[config.mk]
export PLATFORM = sky130hd
export DESIGN_NAME = rs_int_scheduler
export DESIGN_NICKNAME = d
export VERILOG_FILES = /design/src/rtl/rs_int_scheduler.sv
export SDC_FILE = /design/constraint.sdc
export NUM_CORES = 1
export LEC_CHECK = 0
export CAP_MARGIN = 30
export CORE_MARGIN = 1.5
export CORE_UTILIZATION = 30
export DETAILED_ROUTE_END_ITERATION = 10
export PLACE_DENSITY = 0.52
export SYNTH_ARGS = -nofsm -noshare
export SYNTH_HDL_FRONTEND = slang
export SYNTH_SLANG_ARGS = --single-unit
export TNS_END_PERCENT = 5
[constraint.sdc]
create_clock -name clk -period 5.8 [get_ports clk]
set_input_delay 1.16 -clock clk [delete_from_list [all_inputs] [get_ports clk]]
set_output_delay 1.16 -clock clk [all_outputs]
set_load 0.02 [all_outputs]
[src/rtl/rs_int_scheduler.sv]
// ============================================================================
// Module   : rs_int_scheduler
// Purpose  : Allocation, round-robin issue and release control for one bank
//            of integer reservation-station lines.
// Revision : 1.0
// ============================================================================
`default_nettype none

module rs_int_scheduler #(
   parameter int LINE_NUM        = 8,
   parameter int LINE_ADDR_WIDTH = 3
) (
   input  logic                       clk,
   input  logic                       rst,
   input  logic                       flush,
   input  logic                       dispatch_req,
   output logic                       dispatch_ack,
   output logic [LINE_NUM-1:0]        write_en_vec,
   input  logic [LINE_NUM-1:0]        line_ready,
   output logic                       issue_valid,
   output logic [LINE_ADDR_WIDTH-1:0] issue_idx,
   input  logic                       fu_ready,
   output logic [LINE_NUM-1:0]        issue_en_vec,
   input  logic                       release_en,
   input  logic [LINE_ADDR_WIDTH-1:0] release_idx,
   output logic [LINE_NUM-1:0]        line_valid,
   output logic [LINE_ADDR_WIDTH:0]   free_count,
   output logic                       full,
   output logic                       empty
);

   localparam logic [LINE_ADDR_WIDTH:0]   c_CNT_ONE  = 1;
   localparam logic [LINE_ADDR_WIDTH:0]   c_CNT_MAX  = (LINE_ADDR_WIDTH+1)'(LINE_NUM);
   localparam logic [LINE_ADDR_WIDTH-1:0] c_PTR_ONE  = 1;
   localparam logic [LINE_NUM-1:0]        c_LINE_ONE = 1;

   logic [LINE_NUM-1:0]        r_valid;
   logic [LINE_NUM-1:0]        r_issued;
   logic [LINE_ADDR_WIDTH-1:0] r_rr_ptr;
   logic                       r_issue_valid;
   logic [LINE_ADDR_WIDTH-1:0] r_issue_idx;

   logic [LINE_ADDR_WIDTH:0]   w_free_count;
   logic                       w_full;
   logic [LINE_NUM-1:0]        w_alloc_onehot;
   logic                       w_dispatch_ack;
   logic                       w_accept;
   logic [LINE_NUM-1:0]        w_issue_onehot;
   logic [LINE_NUM-1:0]        w_release_onehot;
   logic [LINE_NUM-1:0]        w_eligible;
   logic                       w_found;
   logic [LINE_ADDR_WIDTH-1:0] w_pick;
   logic [LINE_ADDR_WIDTH-1:0] w_cand;
   logic                       w_proto_drop;
   logic [LINE_NUM-1:0]        w_valid_nxt;
   logic [LINE_NUM-1:0]        w_issued_nxt;

   always_comb begin
      w_free_count = c_CNT_MAX;
      for (int i = 0; i < LINE_NUM; i++) begin
         if (r_valid[i]) w_free_count = w_free_count - c_CNT_ONE;
      end
   end

   assign w_full = (w_free_count == '0);

   // Scan downward so the last hit is the lowest free index.
   always_comb begin
      w_alloc_onehot = '0;
      for (int i = LINE_NUM - 1; i >= 0; i--) begin
         if (!r_valid[i]) begin
            w_alloc_onehot    = '0;
            w_alloc_onehot[i] = 1'b1;
         end
      end
   end

   assign w_dispatch_ack   = dispatch_req & ~w_full & ~flush;
   assign w_accept         = r_issue_valid & fu_ready & ~flush;
   assign w_issue_onehot   = c_LINE_ONE << r_issue_idx;
   assign w_release_onehot = release_en ? (c_LINE_ONE << release_idx) : '0;

   // A line leaving this cycle (accepted or released) must not become the next offer.
   assign w_eligible = r_valid & ~r_issued & line_ready & ~w_release_onehot
                     & ~(w_accept ? w_issue_onehot : '0);

   always_comb begin
      w_found = 1'b0;
      w_pick  = '0;
      w_cand  = '0;
      for (int k = 0; k < LINE_NUM; k++) begin
         w_cand = r_rr_ptr + LINE_ADDR_WIDTH'(k);
         if (!w_found && w_eligible[w_cand]) begin
            w_found = 1'b1;
            w_pick  = w_cand;
         end
      end
   end

   assign w_proto_drop = release_en & r_issue_valid & (release_idx == r_issue_idx)
                       & ~r_issued[r_issue_idx];

   // Release is applied before allocation so freeing a not-yet-valid line cannot cancel it.
   always_comb begin
      w_valid_nxt  = r_valid;
      w_issued_nxt = r_issued;
      if (w_accept) w_issued_nxt = w_issued_nxt | w_issue_onehot;
      w_valid_nxt  = w_valid_nxt & ~w_release_onehot;
      w_issued_nxt = w_issued_nxt & ~w_release_onehot;
      if (w_dispatch_ack) begin
         w_valid_nxt  = w_valid_nxt | w_alloc_onehot;
         w_issued_nxt = w_issued_nxt & ~w_alloc_onehot;
      end
   end

   always_ff @(posedge clk or negedge rst) begin
      if (!rst) begin
         r_valid       <= '0;
         r_issued      <= '0;
         r_rr_ptr      <= '0;
         r_issue_valid <= 1'b0;
         r_issue_idx   <= '0;
      end else if (flush) begin
         r_valid       <= '0;
         r_issued      <= '0;
         r_issue_valid <= 1'b0;
      end else begin
         r_valid  <= w_valid_nxt;
         r_issued <= w_issued_nxt;
         if (w_accept) r_rr_ptr <= r_issue_idx + c_PTR_ONE;
         if (w_proto_drop) begin
            r_issue_valid <= 1'b0;
         end else if (!r_issue_valid || w_accept) begin
            r_issue_valid <= w_found;
            if (w_found) r_issue_idx <= w_pick;
         end
      end
   end

   assign dispatch_ack = w_dispatch_ack;
   assign write_en_vec = w_dispatch_ack ? w_alloc_onehot : '0;
   assign issue_valid  = r_issue_valid;
   assign issue_idx    = r_issue_idx;
   assign issue_en_vec = w_accept ? w_issue_onehot : '0;
   assign line_valid   = r_valid;
   assign free_count   = w_free_count;
   assign full         = w_full;
   assign empty        = (w_free_count == c_CNT_MAX);

endmodule

`default_nettype wire

* After elaboration in Yosys (flattened, before gate mapping)
Cells that the tools add are included.
W data, S select, Z words.
** Storage, ports and cells
- Bits in latches :: 0
- Word-level logic and storage cells :: 138
- Memories :: 0
- Output and inout bits :: 35
- ROM bits :: 0
- Input port bits :: 17
- RAM bits :: 0
- Flip-flop bits (word level) :: 23
** Cells by class
- Add/subtract/negate cells :: 15
- Multiply operators :: 0
- Shift operators :: 2
- Reduce and logical (&&, ||, !) cells :: 20
- Multiplexer cells :: 61
- Bitwise gates (word level) :: 24
- $lt $le $gt $ge :: 9
- Eq/ne operators :: 2
- Div/mod/pow operators :: 0
** Operator list (count)
- $mux W8 :: 16
- $and A8 B8 Y8 :: 7
- $lt A3 B4 Y1 const B :: 9
- $mux W4 :: 8
- $not A8 Y8 :: 4
- $sub A4 B1 Y4 const B :: 7
- $bmux W1 S3 :: 9
- $mux W3 :: 8
- $mux W1 :: 20
- $or A8 B8 Y8 :: 2
- $shl A1 B3 Y8 const A :: 2
- $add A3 B3 Y3 const B :: 4
- $logic_not A1 Y1 :: 8
- $and A1 B1 Y1 :: 7
- $logic_and A1 B1 Y1 :: 7
- $add A3 B1 Y3 const B :: 2
- $add A3 B2 Y3 const B :: 2
- $eq A4 B4 Y1 const B :: 1
- $logic_not A4 Y1 :: 1
- $not A1 Y1 :: 4
- $reduce_and A4 Y1 :: 1
- $eq A3 B3 Y1 :: 1
- $reduce_bool A3 Y1 :: 1
- $reduce_and A2 Y1 :: 1
- $logic_or A1 B1 Y1 :: 1

* Logic depth before layout (Yosys ltp)
Gate-level depths: netlist (run 1).
- Depth after elaboration :: 32
- Depth in mapped cells :: 17
- Mapped depth without buffers :: 13

* Least setup slack after synthesis (run 1)
Ideal clock, no wire load.
- Kind :: flip-flop to output port
- Start :: register r_valid[0] (netlist: line_valid[0])
- End :: output write_en_vec[2]
- Setup slack :: 0.145 ns
- Buffers on the path :: 3
- Data arrival time :: 4.495 ns
- Data required time :: 4.640 ns
- Stages on the path, launching flop included :: 17
- Cell sequence :: dfrtp_1 inv_1 fa_1 clkbuf_1 clkbuf_1 or3b_2 nand3_1 o311a_1 o32ai_1 nand2_1 ha_1 a2111oi_0 o211ai_1 o211ai_1 o31ai_1 buf_2 nor4_1
** On the way
- Longest elaborated chain between the ends :: 20
- Elaborated cells between the ends (all ways) :: 21
- Classes of those cells :: 7 x add/sub; 10 x mux; 3 x bitwise; 1 x reduce/logical
** Ends and longest elaborated chain
- from (decl) :: RTL line 37 : logic [LINE_NUM-1:0] r_valid;
- from (signal assigned) :: RTL line 128 : r_valid <= w_valid_nxt;
- $mux W4 :: RTL line 61 : if (r_valid[i]) w_free_count = w_free_count - c_CNT_ONE;
- $sub A4 B1 Y4 :: RTL line 61
- $mux W4 :: RTL line 61
- $sub A4 B1 Y4 :: RTL line 61
- $mux W4 :: RTL line 61
- $sub A4 B1 Y4 :: RTL line 61
- $mux W4 :: RTL line 61
- $sub A4 B1 Y4 :: RTL line 61
- [3 not listed]
- $sub A4 B1 Y4 :: RTL line 61
- $mux W4 :: RTL line 61
- $sub A4 B1 Y4 :: RTL line 61
- $mux W4 :: RTL line 61
- $logic_not A4 Y1 :: RTL line 65 : assign w_full = (w_free_count == '0);
- $not A1 Y1 :: RTL line 78 : assign w_dispatch_ack = dispatch_req & ~w_full & ~flush;
- $and A1 B1 Y1 (2 in a row) :: RTL line 78
- $mux W8 * :: RTL line 141 : assign write_en_vec = w_dispatch_ack ? w_alloc_onehot : '0;
- to (decl) :: RTL line 18 : output logic [LINE_NUM-1:0] write_en_vec,
Mark *: on every way between the ends. The rest lies on a longest branch, timed or not.

* Worst setup path in the final report (run 1)
- Start :: register r_valid[0] (netlist: line_valid[0])
- End :: output write_en_vec[3]
Same word-level chain as after synthesis.

==> metrics.log, run 1 <==
[metrics] library cell with the largest summed area after synthesis: sky130_fd_sc_hd__dfrtp_1
[metrics] number of violations reported at the end of detailed-routing iteration 0: 172
[metrics] pins over their slew limit: 0
[metrics] path type of the worst min-delay path: flip-flop to flip-flop
[metrics] Placer Congestion: 0.883
[metrics] aggregate global-route resource usage: 0.192
[metrics] Avg Synthesized Cell Area: between 8 and 9 sq um
[metrics] Worst IR Drop VDD: roughly 0.15 mV
[metrics] number of cells in the design after placement: 582
[metrics] most used flip-flop cell after synthesis: sky130_fd_sc_hd__dfrtp_1
[metrics] startpoint class of the critical path: flip-flop
[metrics] level count of the clock H-tree: 1
[metrics] Post-synth EDFFs: 0
[metrics] global-route wire length before repair: around 18 mm
[metrics] count of endpoints failing hold in the final timing report: 0
[metrics] RSZ-0062 raised after global routing: true
[metrics] power density over cell area: 309 nW/um^2
[metrics] Antenna diodes: 0
[metrics] crit path to: write_en_vec[3]
[metrics] Max-slew headroom: 0.528
[metrics] worst r2r path cells: 15
[metrics] Port-buffer cells: 51
[metrics] endpoint kind of the worst setup timing path: primary output
[metrics] clock tree from TritonCTS: yes
[metrics] number of cells on the critical path: 15
[metrics] slew of the pin with the lowest slew margin: between 0.6 and 0.7 ns
[metrics] number of maximum-capacitance constraint violations: 0
[metrics] Die Y-Extent: approximately 110 um
[metrics] critical setup path kind: flip-flop to primary output
[metrics] antenna violations before repair: 0
[metrics] cell count after synthesis: between 300 and 400
[metrics] area enclosed by the die boundary: about 12,000 sq um
[metrics] fraction of synthesis flops using an asynchronous set or reset pin: 1.00
[metrics] Setup Buffers After CTS: 0
[metrics] filler instances: about 1,100
[metrics] cell row count: 38
[metrics] area added between synthesis and finish: 23.8%
[metrics] first drt pass iteration count: 5
[metrics] deepest clock path buffer count: 2
[metrics] register area share after synthesis: 0.170
[metrics] DRC violation count after routing: 0
[metrics] number of routed nets with antenna violations: 0
[metrics] cells taking the most area after synthesis: sky130_fd_sc_hd__dfrtp_1, sky130_fd_sc_hd__mux2i_1, sky130_fd_sc_hd__ha_1
[metrics] slowest CP cell: sky130_fd_sc_hd__clkdlybuf4s50_1
[metrics] maximum number of pins on one net before global-route repair: 24
[metrics] CP max stage delay: about 0.63 ns
[metrics] r2r startpoint: line_valid[0]
[metrics] leakage dissipation: roughly 1.8 nW
[metrics] leading cell type by number of instances after synthesis: sky130_fd_sc_hd__nand2_1
[metrics] clock latency on the worst-skew pair: approximately 0.28 ns
[metrics] floorplan core area: approximately 11,000 sq um
[metrics] Max Freq: approximately 180 MHz
[metrics] Post-Synthesis Net Count: 430
[metrics] run status: finished clean
[metrics] Nets: 479
[metrics] number of vias in the routed layout: 3,482
[metrics] proportion of layout cells with a drive suffix above 1: 0.152
[metrics] category of cells accounting for the largest share of critical-path delay: compound AO/OA/AOI/OAI gates
[metrics] post-synth design cell area: 3380 sq um
[metrics] number of buffers created by CTS: 3
[metrics] clock root cell: sky130_fd_sc_hd__clkbuf_8
[metrics] Yosys warning total: 0
[metrics] leading cell types by count after synthesis: sky130_fd_sc_hd__nand2_1, sky130_fd_sc_hd__nor2_1, sky130_fd_sc_hd__dfrtp_1, sky130_fd_sc_hd__inv_1, sky130_fd_sc_hd__o21ai_0
[metrics] sum of internal, switching and leakage power: 1.29 mW
[metrics] portion of the clock cycle consumed by the worst path in the final layout: 0.969
[metrics] launching element of the worst setup path: line_valid[0]
[metrics] WL final: roughly 11 mm
[metrics] post-detail-place hpwl: about 8.6 mm
[metrics] count of final setup violators: 0
[metrics] ports placed on the boundary: 52
[metrics] share of Yosys cell area claimed by the top area cell type: 0.170
[metrics] Post-Layout Cell Count: 586
[metrics] largest clock skew in the final design: about 0.011 ns
[metrics] synth unique cells: 83
[metrics] reg-to-reg setup timing slack: about 1.9 ns
[metrics] clock transition time at the flip-flop clock pins of the worst setup and hold paths: around 0.090 ns
[metrics] vias in the first global route: 3,297
[metrics] Crit Path Max Fanout: 11
[metrics] via-per-instance ratio: between 5 and 6
[metrics] clock period minus final worst setup slack: about 5.6 ns
[metrics] worst path cell trace: inv_1, fa_2, inv_1, nor3_1, o311a_1, o32ai_2, nand2_1, ha_1, a2111oi_2, o211ai_1, o211ai_1, o31ai_4, buf_4, nor3_1, clkdlybuf4s50_1
[metrics] initial core utilization: 0.310
[metrics] Required @ worst endpoint: between 4 and 5 ns
[metrics] routed wire length per instance: between 15 and 20 um
[metrics] GR Overflow Total: 0
[metrics] CTS Sinks: 23
[metrics] worst reg2reg endpoint: r_issued[4]
[metrics] data arrival time at the worst-slack endpoint: between 4 and 5 ns
[metrics] Die X: roughly 110 um
[metrics] number of buffer and inverter stages on the critical path: 4
[metrics] flop and latch count out of synthesis: 23
how the worst min path moves through the flow:
stage	from	slack (ns)	to	cells past startpoint
floorplan	r_issued[5]	0.57	r_issued[5]	2
global placement	r_issued[5]	0.61	r_issued[5]	2
detailed placement	r_issued[5]	0.61	r_issued[5]	2
CTS	r_issued[5]	0.63	r_issued[5]	2
global route	r_issued[5]	0.67	r_issued[5]	2
finish	r_issued[5]	0.65	r_issued[5]	2
layout by cell type, fill, tap and decap left out, drive strengths merged, types with 8 or more instances in the layout:
cell,n
mux2i,19
a2111oi,9
and2,8
nor2,24
buf,16
nand2,39
a21oi,15
nor3,18
dfrtp,23
ha,14
mux4,11
clkdlybuf4s50,43
o21ai,20
nand3,14
inv,22
cell type report:
cell class / count / area [sq um] / area share
clock buffer: 3 / 41.3 / 0.00987
multi-input combinational: 328 / 2650 / 0.633
inverter: 24 / 90.1 / 0.0215
tap: 140 / 175 / 0.0419
sequential: 23 / 576 / 0.138
timing repair buffer: 67 / 647 / 0.155
clock inverter: 1 / 5.00 / 0.00120
power by group:
group	switching [mW]	total (mW)	internal, mW
sequential	0.0934	0.280	0.186
clock	0.0569	0.105	0.0482
combinational	0.514	0.909	0.395
sequential cells by signal, indices dropped and copies added, names as in the netlist:
name         count
r_issued         8
issue_valid      1
issue_idx        3
r_rr_ptr         3
line_valid       8
per-layer routing:
layer	track usage	routed length [um]	vias up
li1	-	-	1650
met1	0.300	5510	1714
met2	0.284	4690	112
met3	0.0275	672	6
met4	0.0226	52	0
met5	0	0	-
logic make-up (layout without fill, tap and decap cells):
| family | count (synthesis) | in the layout | share of synthesized area |
|---|---|---|---|
| AND/OR/NAND/NOR | 160 | 160 | 0.271 |
| adder cells (fa/ha/maj) | 15 | 15 | 0.0578 |
| AO/OA/AOI/OAI | 108 | 108 | 0.261 |
| XOR/XNOR | 8 | 8 | 0.0248 |
| multiplexers | 37 | 37 | 0.159 |
| buffers and inverters | 47 | 95 | 0.0559 |
| flip-flops | 23 | 23 | 0.170 |
stage by stage:
step / setup WS (ns) / utilization / hold slack, ns / instance area [sq um] / setup TNS (ns)
3_3_place_gp: 0.0992 / 0.375 / 0.610 / 4090 / 0
3_5_place_dp: -0.112 / 0.375 / 0.609 / 4090 / -0.399
6_report: 0.181 / 0.384 / 0.645 / 4180 / 0
2_1_floorplan: 0.145 / - / 0.570 / 3380 / 0
5_1_grt: -0.109 / 0.384 / 0.670 / 4180 / -0.109
4_1_cts: 0.00719 / 0.381 / 0.632 / 4150 / 0
worst min-delay path: cells and delay by family (launching register included):
kind           cells  cell delay (ns)
AO/OA/AOI/OAI      2             0.22
flip-flops         1             0.38
what timing repair did:
item | 4_1_cts | 5_1_grt
hold buffers | 0 | 0
pin swaps | 2 | 2
gates resized for setup | 6 | 9
endpoints found under the setup margin | 9 | 12
Note: power is estimated with default switching activity, not from simulation.
==> run 2, diff against run 1 <==
--- a/config.mk
+++ b/config.mk
@@ -13,4 +13,4 @@
 export SYNTH_ARGS = -nofsm -noshare
 export SYNTH_HDL_FRONTEND = slang
 export SYNTH_SLANG_ARGS = --single-unit
-export TNS_END_PERCENT = 5
+export TNS_END_PERCENT = 50
==> metrics.log, run 2 (synthesis gave the netlist of run 1 again) <==
[metrics] initial core utilization: 0.310 (unchanged)
[metrics] floorplan core area: 10,900 sq um (unchanged)
[metrics] most frequent cells in the layout: sky130_fd_sc_hd__clkdlybuf4s50_1, sky130_fd_sc_hd__nand2_1, sky130_fd_sc_hd__nor2_1
[metrics] path type of the worst min-delay path: flip-flop to flip-flop
[metrics] sum of internal, switching and leakage power: 1.30 mW (+0.28%)
[metrics] CP max stage delay: 0.61 ns (-0.02 ns)
[metrics] proportion of layout cells with a drive suffix above 1: 0.154 (+0.00190)
[metrics] endpoint kind of the worst setup timing path: primary output
[metrics] Final Cell Area: 4190 sq um (+0.24%)
[metrics] share of total power consumed by net switching: 0.513 (-0.000773)
[metrics] run status: finished clean
[metrics] routed wire length per instance: 18.6 um (-0.37%)
[metrics] aggregate global-route resource usage: 0.192 (unchanged)
[metrics] post-detail-place hpwl: 8.57 mm (unchanged)
[metrics] number of cells in the design after placement: 582 (unchanged)
[metrics] vias in the first global route: 3,297 (unchanged)
[metrics] area added between synthesis and finish: 24.1%
[metrics] fraction of the core area covered by cells at the end of the flow: 0.385 (+0.000919)
[metrics] startpoint class of the critical path: flip-flop
[metrics] hold buffer count at cts: 0 (unchanged)
[metrics] combinational share of power: 0.703 (about the same)
[metrics] Nets: 480 (+0.21%)
[metrics] number of vias in the routed layout: 3,459 (-0.66%)
[metrics] launch point of the worst hold path: r_issued[5]
[metrics] count of final setup violators: 0 (unchanged)
[metrics] RSZ-0062 raised after global routing: false
[metrics] CP dominant cell by count: sky130_fd_sc_hd__inv_1
[metrics] clock transition time at the flip-flop clock pins of the worst setup and hold paths: 0.09 ns (about the same)
[metrics] clock latency on the worst-skew pair: 0.28 ns (about the same)
[metrics] count of endpoints failing hold in the final timing report: 0 (unchanged)
[metrics] antenna violations before repair: 0 (unchanged)
[metrics] Die X: 109 um (unchanged)
[metrics] number of violations reported at the end of detailed-routing iteration 0: 219 (+27%)
[metrics] DRC violation count after routing: 0 (unchanged)
[metrics] slew of the pin with the lowest slew margin: 0.691 ns (+0.00199 ns)
[metrics] Port-buffer cells: 51 (unchanged)
[metrics] slowest CP cell: sky130_fd_sc_hd__clkdlybuf4s50_1
[metrics] critical setup path kind: flip-flop to primary output
[metrics] Antenna diodes: 0 (unchanged)
[metrics] most common cell after layout, fill and taps aside: sky130_fd_sc_hd__clkdlybuf4s50_1
[metrics] Post-Place Cell Area: 4090 sq um (unchanged)
[metrics] Die Y-Extent: 109 um (unchanged)
[metrics] deepest clock path buffer count: 2 (unchanged)
[metrics] first drt pass iteration count: 5 (unchanged)
[metrics] share of power burned in the clock network: 0.081 (about the same)
[metrics] leakage dissipation: 1.77 nW (+1.3%)
[metrics] Post-Layout Cell Count: 587 (+0.17%)
[metrics] switching power total: 0.666 mW (+0.13%)
[metrics] final-layout worst hold slack: 0.646 ns (+0.000812 ns)
[metrics] largest clock skew in the final design: 0.0104 ns (-0.000165 ns)
[metrics] Max-slew headroom: 0.540 (+0.0118)
[metrics] area enclosed by the die boundary: 11,900 sq um (unchanged)
[metrics] GR Overflow Total: 0 (unchanged)
[metrics] portion of the clock cycle consumed by the worst path in the final layout: 0.941 (-0.0282)
[metrics] Placer Congestion: 0.883 (unchanged)
[metrics] number of buffers created by CTS: 3 (unchanged)
[metrics] data arrival time at the worst-slack endpoint: 4.30 ns (-0.16 ns)
[metrics] maximum number of pins on one net before global-route repair: 24 (unchanged)
[metrics] level count of the clock H-tree: 1 (unchanged)
[metrics] clock period minus final worst setup slack: 5.46 ns (-0.164 ns)
[metrics] Max Freq: 183 MHz (+3.0%)
[metrics] worst setup slack after layout: 0.344 ns (+0.164 ns)
[metrics] part of the power in registers: 0.216 (about the same)
[metrics] Int Pwr: 0.632 mW (+0.44%)
[metrics] Required @ worst endpoint: 4.64 ns (about the same)
[metrics] Worst IR Drop VDD: 0.146 mV (-0.86%)
[metrics] launching element of the worst setup path: line_valid[2]
[metrics] global-route wire length before repair: 18.0 mm (unchanged)
[metrics] Total Neg Setup Slack: 0 ns (unchanged)
[metrics] category of cells accounting for the largest share of critical-path delay: compound AO/OA/AOI/OAI gates
[metrics] number of routed nets with antenna violations: 0 (unchanged)
[metrics] ports placed on the boundary: 52 (unchanged)
[metrics] WL final: 10.9 mm (-0.20%)
[metrics] r2r startpoint: line_valid[2]
[metrics] clock root cell: sky130_fd_sc_hd__clkbuf_8
[metrics] CTS Sinks: 23 (unchanged)
[metrics] via-per-instance ratio: 5.89 (-0.83%)
[metrics] number of maximum-capacitance constraint violations: 0 (unchanged)
[metrics] Crit Path Max Fanout: 10 (-1)
[metrics] worst path cell trace: inv_1, fa_2, inv_1, nor3_1, o311a_1, o32ai_2, nand2_1, ha_1, a2111oi_2, a211o_1, o211ai_1, nor3_2, buf_4, clkdlybuf4s50_1
[metrics] number of buffer and inverter stages on the critical path: 4 (unchanged)
[metrics] clock tree from TritonCTS: yes
[metrics] cell row count: 38 (unchanged)
[metrics] placement-stage worst setup slack: -0.112 ns (unchanged)
[metrics] pins over their slew limit: 0 (unchanged)
[metrics] power density over cell area: 310 nW/um^2 (about the same)
[run 2: changes by cell type in the layout (fill, tap and decap cells not counted), sizes merged]
cell and delta:
buf +1, dlymetal6s2s +1, clkdlybuf4s50 -1
[run 2: area by class of cell]
class	count	area [sq um]
flip-flops and latches	23	576
well taps	140	175
clock buffers	3	41.3
multi-input cells	328	2650
fillers	1138	6700
inverters	24	90.1
clock inverters	1	5.00
repair buffers	68	657
[run 2: path summary, 6_finish.rpt]
check | endpoint | slack, ns | cells after the start
worst max register to register | r_issued[4] | 1.88 | 15
max in group asynchronous | line_valid[5] | 4.30 | 2
worst min register to register | r_issued[5] | 0.65 | 2
worst min-delay path | r_issued[5] | 0.65 | 2
min in group asynchronous | r_issued[0] | 1.24 | 2
worst max-delay path | full | 0.34 | 14
[run 2: per-layer routing]
| layer | up-vias | share of wire | global-route usage |
|---|---|---|---|
| met3 | 6 | 0.053 | 0.0275 |
| met1 | 1700 | 0.51 | 0.300 |
| li1 | 1650 | - | - |
| met4 | 0 | 0.0048 | 0.0226 |
| met2 | 103 | 0.43 | 0.284 |
| met5 | - | 0 | 0 |
[run 2: power by group through the flow]
| stage | clock (mW) | combinational (mW) | sequential (mW) |
|---|---|---|---|
| after detailed placement | 0 | 0.892 | 0.283 |
| after CTS | 0.108 | 0.902 | 0.280 |
| after global routing | 0.117 | 0.994 | 0.291 |
| final | 0.105 | 0.913 | 0.280 |
| after global placement | 0 | 0.889 | 0.283 |
| after floorplan | 0 | 0.664 | 0.244 |
[run 2: timing repair]
| item | 4_1_cts | 5_1_grt |
|---|---|---|
| gates resized for setup | 6 | 10 |
| setup buffers | 0 | 1 |
| setup endpoints to repair | 9 | 12 |
| pin swaps | 2 | 3 |
[run 2: worst register-to-register path: stages (launching register included)]
cell                        delay, ns
sky130_fd_sc_hd__dfrtp_1         0.39
sky130_fd_sc_hd__inv_1           0.15
sky130_fd_sc_hd__fa_2            0.56
sky130_fd_sc_hd__inv_1           0.11
sky130_fd_sc_hd__nor3_1          0.06
sky130_fd_sc_hd__o311a_1         0.36
sky130_fd_sc_hd__o32ai_2         0.27
sky130_fd_sc_hd__nand2_1         0.14
sky130_fd_sc_hd__ha_1            0.22
sky130_fd_sc_hd__a2111oi_2       0.42
sky130_fd_sc_hd__o211ai_1        0.18
sky130_fd_sc_hd__o211ai_1        0.27
sky130_fd_sc_hd__o31ai_4         0.13
sky130_fd_sc_hd__buf_4           0.18
sky130_fd_sc_hd__buf_4           0.15
sky130_fd_sc_hd__o31a_1          0.23
